==> src/rtl/axi4lite_rr_arbiter.sv <==
// axi4lite_rr_arbiter: two-master to one-slave AXI4-Lite round-robin arbiter, independent read/write FSMs
module axi4lite_rr_arbiter #(
  parameter int ADDR_W = 32,
  parameter int DATA_W = 32
) (
  input  logic                ACLK,
  input  logic                ARESETN,
  input  logic [ADDR_W-1:0]   S0_ARADDR,
  input  logic                S0_ARVALID,
  output logic                S0_ARREADY,
  output logic [DATA_W-1:0]   S0_RDATA,
  output logic [1:0]          S0_RRESP,
  output logic                S0_RVALID,
  input  logic                S0_RREADY,
  input  logic [ADDR_W-1:0]   S0_AWADDR,
  input  logic                S0_AWVALID,
  output logic                S0_AWREADY,
  input  logic [DATA_W-1:0]   S0_WDATA,
  input  logic [DATA_W/8-1:0] S0_WSTRB,
  input  logic                S0_WVALID,
  output logic                S0_WREADY,
  output logic [1:0]          S0_BRESP,
  output logic                S0_BVALID,
  input  logic                S0_BREADY,
  input  logic [ADDR_W-1:0]   S1_ARADDR,
  input  logic                S1_ARVALID,
  output logic                S1_ARREADY,
  output logic [DATA_W-1:0]   S1_RDATA,
  output logic [1:0]          S1_RRESP,
  output logic                S1_RVALID,
  input  logic                S1_RREADY,
  input  logic [ADDR_W-1:0]   S1_AWADDR,
  input  logic                S1_AWVALID,
  output logic                S1_AWREADY,
  input  logic [DATA_W-1:0]   S1_WDATA,
  input  logic [DATA_W/8-1:0] S1_WSTRB,
  input  logic                S1_WVALID,
  output logic                S1_WREADY,
  output logic [1:0]          S1_BRESP,
  output logic                S1_BVALID,
  input  logic                S1_BREADY,
  output logic [ADDR_W-1:0]   M_ARADDR,
  output logic                M_ARVALID,
  input  logic                M_ARREADY,
  input  logic [DATA_W-1:0]   M_RDATA,
  input  logic [1:0]          M_RRESP,
  input  logic                M_RVALID,
  output logic                M_RREADY,
  output logic [ADDR_W-1:0]   M_AWADDR,
  output logic                M_AWVALID,
  input  logic                M_AWREADY,
  output logic [DATA_W-1:0]   M_WDATA,
  output logic [DATA_W/8-1:0] M_WSTRB,
  output logic                M_WVALID,
  input  logic                M_WREADY,
  input  logic [1:0]          M_BRESP,
  input  logic                M_BVALID,
  output logic                M_BREADY,
  output logic [1:0]          rd_gnt_o,
  output logic [1:0]          wr_gnt_o
);
  localparam logic [1:0] R_IDLE = 2'd0, R_ADDR = 2'd1, R_DATA = 2'd2;
  localparam logic [1:0] W_IDLE = 2'd0, W_XFER = 2'd1, W_RESP = 2'd2;
  logic [1:0] rd_state_q, rd_state_d, wr_state_q, wr_state_d;
  logic rd_own_q, rd_own_d, rd_last_q, rd_last_d;
  logic wr_own_q, wr_own_d, wr_last_q, wr_last_d;
  logic aw_done_q, aw_done_d, w_done_q, w_done_d;
  logic rd_a, rd_d, wr_x, wr_r;
  assign rd_a = rd_state_q == R_ADDR;
  assign rd_d = rd_state_q == R_DATA;
  assign wr_x = wr_state_q == W_XFER;
  assign wr_r = wr_state_q == W_RESP;
  assign rd_gnt_o = {(rd_a | rd_d) & rd_own_q, (rd_a | rd_d) & ~rd_own_q};
  assign wr_gnt_o = {(wr_x | wr_r) & wr_own_q, (wr_x | wr_r) & ~wr_own_q};
  assign M_ARADDR   = rd_a ? (rd_own_q ? S1_ARADDR : S0_ARADDR) : '0;
  assign M_ARVALID  = rd_a & (rd_own_q ? S1_ARVALID : S0_ARVALID);
  assign S0_ARREADY = rd_a & ~rd_own_q & M_ARREADY;
  assign S1_ARREADY = rd_a & rd_own_q & M_ARREADY;
  assign S0_RDATA   = (rd_d & ~rd_own_q) ? M_RDATA : '0;
  assign S1_RDATA   = (rd_d & rd_own_q) ? M_RDATA : '0;
  assign S0_RRESP   = (rd_d & ~rd_own_q) ? M_RRESP : 2'b00;
  assign S1_RRESP   = (rd_d & rd_own_q) ? M_RRESP : 2'b00;
  assign S0_RVALID  = rd_d & ~rd_own_q & M_RVALID;
  assign S1_RVALID  = rd_d & rd_own_q & M_RVALID;
  assign M_RREADY   = rd_d & (rd_own_q ? S1_RREADY : S0_RREADY);
  assign M_AWADDR   = wr_x ? (wr_own_q ? S1_AWADDR : S0_AWADDR) : '0;
  assign M_AWVALID  = wr_x & ~aw_done_q & (wr_own_q ? S1_AWVALID : S0_AWVALID);
  assign M_WDATA    = wr_x ? (wr_own_q ? S1_WDATA : S0_WDATA) : '0;
  assign M_WSTRB    = wr_x ? (wr_own_q ? S1_WSTRB : S0_WSTRB) : '0;
  assign M_WVALID   = wr_x & ~w_done_q & (wr_own_q ? S1_WVALID : S0_WVALID);
  assign S0_AWREADY = wr_x & ~wr_own_q & ~aw_done_q & M_AWREADY;
  assign S1_AWREADY = wr_x & wr_own_q & ~aw_done_q & M_AWREADY;
  assign S0_WREADY  = wr_x & ~wr_own_q & ~w_done_q & M_WREADY;
  assign S1_WREADY  = wr_x & wr_own_q & ~w_done_q & M_WREADY;
  assign S0_BRESP   = (wr_r & ~wr_own_q) ? M_BRESP : 2'b00;
  assign S1_BRESP   = (wr_r & wr_own_q) ? M_BRESP : 2'b00;
  assign S0_BVALID  = wr_r & ~wr_own_q & M_BVALID;
  assign S1_BVALID  = wr_r & wr_own_q & M_BVALID;
  assign M_BREADY   = wr_r & (wr_own_q ? S1_BREADY : S0_BREADY);
  // read FSM: on a tie the master that did not finish last wins
  always_comb begin
    rd_state_d = rd_state_q;
    rd_own_d   = rd_own_q;
    rd_last_d  = rd_last_q;
    if (rd_state_q == R_IDLE && (S0_ARVALID || S1_ARVALID)) begin
      rd_own_d   = (S0_ARVALID && S1_ARVALID) ? ~rd_last_q : S1_ARVALID;
      rd_state_d = R_ADDR;
    end
    if (rd_a && M_ARVALID && M_ARREADY) rd_state_d = R_DATA;
    if (rd_d && M_RVALID && M_RREADY) begin
      rd_last_d  = rd_own_q;
      rd_state_d = R_IDLE;
    end
  end
  // write FSM: AW and W complete independently, response waits for both
  always_comb begin
    wr_state_d = wr_state_q;
    wr_own_d   = wr_own_q;
    wr_last_d  = wr_last_q;
    aw_done_d  = aw_done_q | (M_AWVALID & M_AWREADY);
    w_done_d   = w_done_q | (M_WVALID & M_WREADY);
    if (wr_state_q == W_IDLE && (S0_AWVALID || S1_AWVALID)) begin
      wr_own_d   = (S0_AWVALID && S1_AWVALID) ? ~wr_last_q : S1_AWVALID;
      wr_state_d = W_XFER;
    end
    if (wr_x && aw_done_d && w_done_d) wr_state_d = W_RESP;
    if (wr_r && M_BVALID && M_BREADY) begin
      wr_last_d  = wr_own_q;
      aw_done_d  = 1'b0;
      w_done_d   = 1'b0;
      wr_state_d = W_IDLE;
    end
  end
  // state registers; reset abandons any transfer and points both pointers at M1
  always_ff @(posedge ACLK or negedge ARESETN) begin
    if (!ARESETN) begin
      rd_state_q <= R_IDLE;
      rd_own_q   <= 1'b0;
      rd_last_q  <= 1'b1;
      wr_state_q <= W_IDLE;
      wr_own_q   <= 1'b0;
      wr_last_q  <= 1'b1;
      aw_done_q  <= 1'b0;
      w_done_q   <= 1'b0;
    end else begin
      rd_state_q <= rd_state_d;
      rd_own_q   <= rd_own_d;
      rd_last_q  <= rd_last_d;
      wr_state_q <= wr_state_d;
      wr_own_q   <= wr_own_d;
      wr_last_q  <= wr_last_d;
      aw_done_q  <= aw_done_d;
      w_done_q   <= w_done_d;
    end
  end
endmodule
==> config.mk <==
export PLATFORM = sky130hd
export DESIGN_NAME = axi4lite_rr_arbiter
export DESIGN_NICKNAME = d
export VERILOG_FILES = /design/src/rtl/axi4lite_rr_arbiter.sv
export SDC_FILE = /design/constraint.sdc
export NUM_CORES = 1
export LEC_CHECK = 0
export BUFFER_PORTS_ARGS = -buffer_cell sky130_fd_sc_hd__buf_2
export CAP_MARGIN = 20
export CORE_AREA = 2 2 174 176
export DETAILED_ROUTE_END_ITERATION = 8
export DIE_AREA = 0 0 176 178
export GPL_ROUTABILITY_DRIVEN = 0
export GPL_TIMING_DRIVEN = 0
export PLACE_DENSITY_LB_ADDON = 0.15
export SLEW_MARGIN = 10
export SYNTH_ARGS = -nofsm -noshare
export SYNTH_HDL_FRONTEND = slang
export SYNTH_SLANG_ARGS = --single-unit
==> constraint.sdc <==
create_clock -name ACLK -period 1.55 [get_ports ACLK]
set_input_delay 0.31 -clock ACLK [delete_from_list [all_inputs] [get_ports ACLK]]
set_output_delay 0.31 -clock ACLK [all_outputs]
set_load 0.02 [all_outputs]
==> impl_results.md <==
- Remaining global-route overflow: 0
- Die ar.: 31,300 µm²
- Setup CP Type: flop to output pin
- DP Cell Count: 1,220
- Most common cell in the netlist: nor2b_1
- Die Width: 176 µm
- Final ANT Viol Nets: 0
- EDFF count, synth: 0
- Arrival time worst endpoint: 1.55 ns
- Die height: 178 µm
- Synth Warn #: 0
- Unique cell type count in the Yosys netlist: 34
- Port Buffers: 443
- Slew HR: 78.2%
- Slew Limit Fails: 0
- Failing checks: setup timing
- Drt wl/cell: 16.6 µm
- Startpoint Class: flop
- Slack of the critical path: -0.311 ns
- TritonCTS clock tree: built
- Routed wire length: 21,100 µm
- Layout Nets: 1,137
- Clock power share: 3.4%
- Initial core utilization: 10.2%
- Sw Ratio: 43.3%
- Post-place setup slack: -0.503 ns
- Yosys top cell area share: 34.8%
- I/O pin total: 444
- Syn Nets: 646
- Synthesized area: 2990 µm²
- Worst slew pin tran: 0.324 ns
- Num CTS Buffers: 3
- Largest net degree at the start of global routing: 12
- Crit Path Max Fanout: 10
- Psw: 6.79 mW
- Reg power frac: 3.6%
- Final hold vios: 0
- Number of synthesized register bits: 10
- Worst-path clk slew: 0.04 ns
- Cell taking the most area after synthesis: mux2i_1
- Max Fclk: 537 MHz
- Area delta synth->final: 192%
- Hold depth: 2
- Internal power: 8.90 mW
- Worst-skew pair later-pin latency: 0.25 ns
- Unrepaired setup endpoints after global routing: true
- Htree depth: 1
- Initial DRC count: 57
- Layout cells sized above 1: 83.6%
- Dpl hpwl: 16,900 µm
- Pwr/cell area: 1800 nW/µm²
- DRC: 0
- Max-Cap Viols: 0
- Top post-synthesis cells by area: mux2i_1 (35%), nor2b_1 (22%), and3_1 (8.4%)
- Comb pwr share: 93.0%
- TritonCTS Sinks: 10
- Worst-case reg-to-reg path depth: 5
- Outcome: finished with violations
- Core Area: 29,400 µm²
- Synth top cells by count: nor2b_1 (106), mux2i_1 (104), and3_1 (40), and2_1 (38), clkbuf_1 (23)
- Crit path time final: 1.86 ns
- Skew final: 0.00756 ns
- First-pass GRT wire length: 28,100 µm
- Leakage: 4.34 nW
- Ys flop type: dfrtp_1
- Hold crit path type: input pin to flop
- Period utilization: 120%
- Vias in the first global route: 4,725
- Nature of the critical path endpoint: output pin
- Mean post-synth cell area: 7.74 µm²
- Worst vdd ir: 871 µV
- DR pass1 iterations: 4
- WP data required: 1.24 ns
- Clock root cell: clkbuf_16
- Sequential element share of the synthesized area: 8.44%
- Cells after Synth: 387
- Final setup violation count: 191
- Share of flip-flops with an asynchronous set or reset: 100%
- DR vias/cell: 3.78
- Clk buf depth: 2
- Initial antenna violation count: 4
- Rows: 63
- Tot Pwr: 15.7 mW
- Routed vias: 4,794
- Layout Cells excl Fill: 1,269
- Gr usage total: 11.8%
[worst paths after layout]
check | to | slack (ns) | startpoint
setup reg to reg | wr_state_q[0]$_DFFE_PN0P_ | 0.01 | wr_own_q$_DFFE_PN0P_
max in group asynchronous | wr_last_q$_DFFE_PN1N_ | 0.70 | ARESETN
hold / removal | wr_state_q[1]$_DFFE_PN0P_ | 0.31 | M_BVALID
setup / recovery | M_WDATA[13] | -0.31 | wr_own_q$_DFFE_PN0P_
hold reg to reg | wr_last_q$_DFFE_PN1N_ | 0.49 | wr_last_q$_DFFE_PN1N_
min in group asynchronous | w_done_q$_DFF_PN0_ | 0.56 | ARESETN
[power groups by stage]
| stage | logic, mW | clock network (mW) | registers [mW] |
|---|---|---|---|
| floorplan | 6.06 | 0 | 0.493 |
| global placement | 8.92 | 0 | 0.532 |
| detailed placement | 8.86 | 0 | 0.531 |
| CTS | 12.3 | 0.573 | 0.557 |
| global route | 15.4 | 0.583 | 0.579 |
| finish | 14.6 | 0.541 | 0.561 |
[metrics by stage]
stage / hold WS [ns] / setup TNS (ns) / util [%] / instance area (µm²)
finish: 0.306 / -44.67 / 29.7 / 8740
global route: 0.311 / -57.10 / 29.7 / 8730
CTS: 0.294 / -49.42 / 26.1 / 7660
detailed placement: 0.236 / -63.62 / 20.2 / 5940
global placement: 0.243 / -63.49 / 20.2 / 5940
floorplan: 0.0144 / -0.181 / - / 3240
[repair_timing]
item	in CTS	in global routing
resized for setup	388	229
setup buffers	16	9
gates cloned	9	8
endpoints found under the setup margin	195	193
hold buffers	1	0
pin swaps	39	7
endpoints found under the hold margin	8	0
[worst max-delay path, stage by stage (launching register included)]
cell and delay, ns:
dfrtp_2 0.43, buf_12 0.20, buf_16 0.20, mux2i_1 0.25
nor2b_2 0.06, buf_4 0.16
[sequential cells by signal (all words and copies together), names as in the netlist]
register,cells
aw_done_q,1
rd_last_q,1
rd_own_q,1
rd_state_q,2
w_done_q,1
wr_last_q,1
wr_own_q,1
wr_state_q,2
[area by class of cell]
type	instances	area, µm²
antenna	2	5.00
sequential	10	254
inverter	5	23.8
fill	3149	20700
multi-input combinational	336	3640
tap	390	488
timing repair buffer	486	3610
clock buffer	4	88.8
buffer	36	622
[placed cells by master (no fill, tap or decap), types with 17 or more instances in the layout]
cell type,Yosys,routed
and2_4,1,37
buf_6,0,129
nor2b_4,0,27
nor2b_2,1,41
buf_8,0,17
mux2i_4,0,32
nor2b_1,106,39
buf_4,11,63
buf_2,1,279
mux2i_1,104,50
mux2i_2,0,22
[routing by layer]
layer	GRT usage (%)	part of all wire [%]	up-vias
met5	0	0	-
met4	2.82	2.2	0
met3	3.41	9.4	22
met2	24.9	57	284
met1	10.8	31	2185
li1	-	-	2303
[logic make-up after synthesis]
group	share of synthesized area, %
fa+ha+maj	2.51
mux	35.3
simple gates	43.9
flops	8.44
buf+inv	6.60
compound gates	3.26
(Power assumes the default switching activity.)
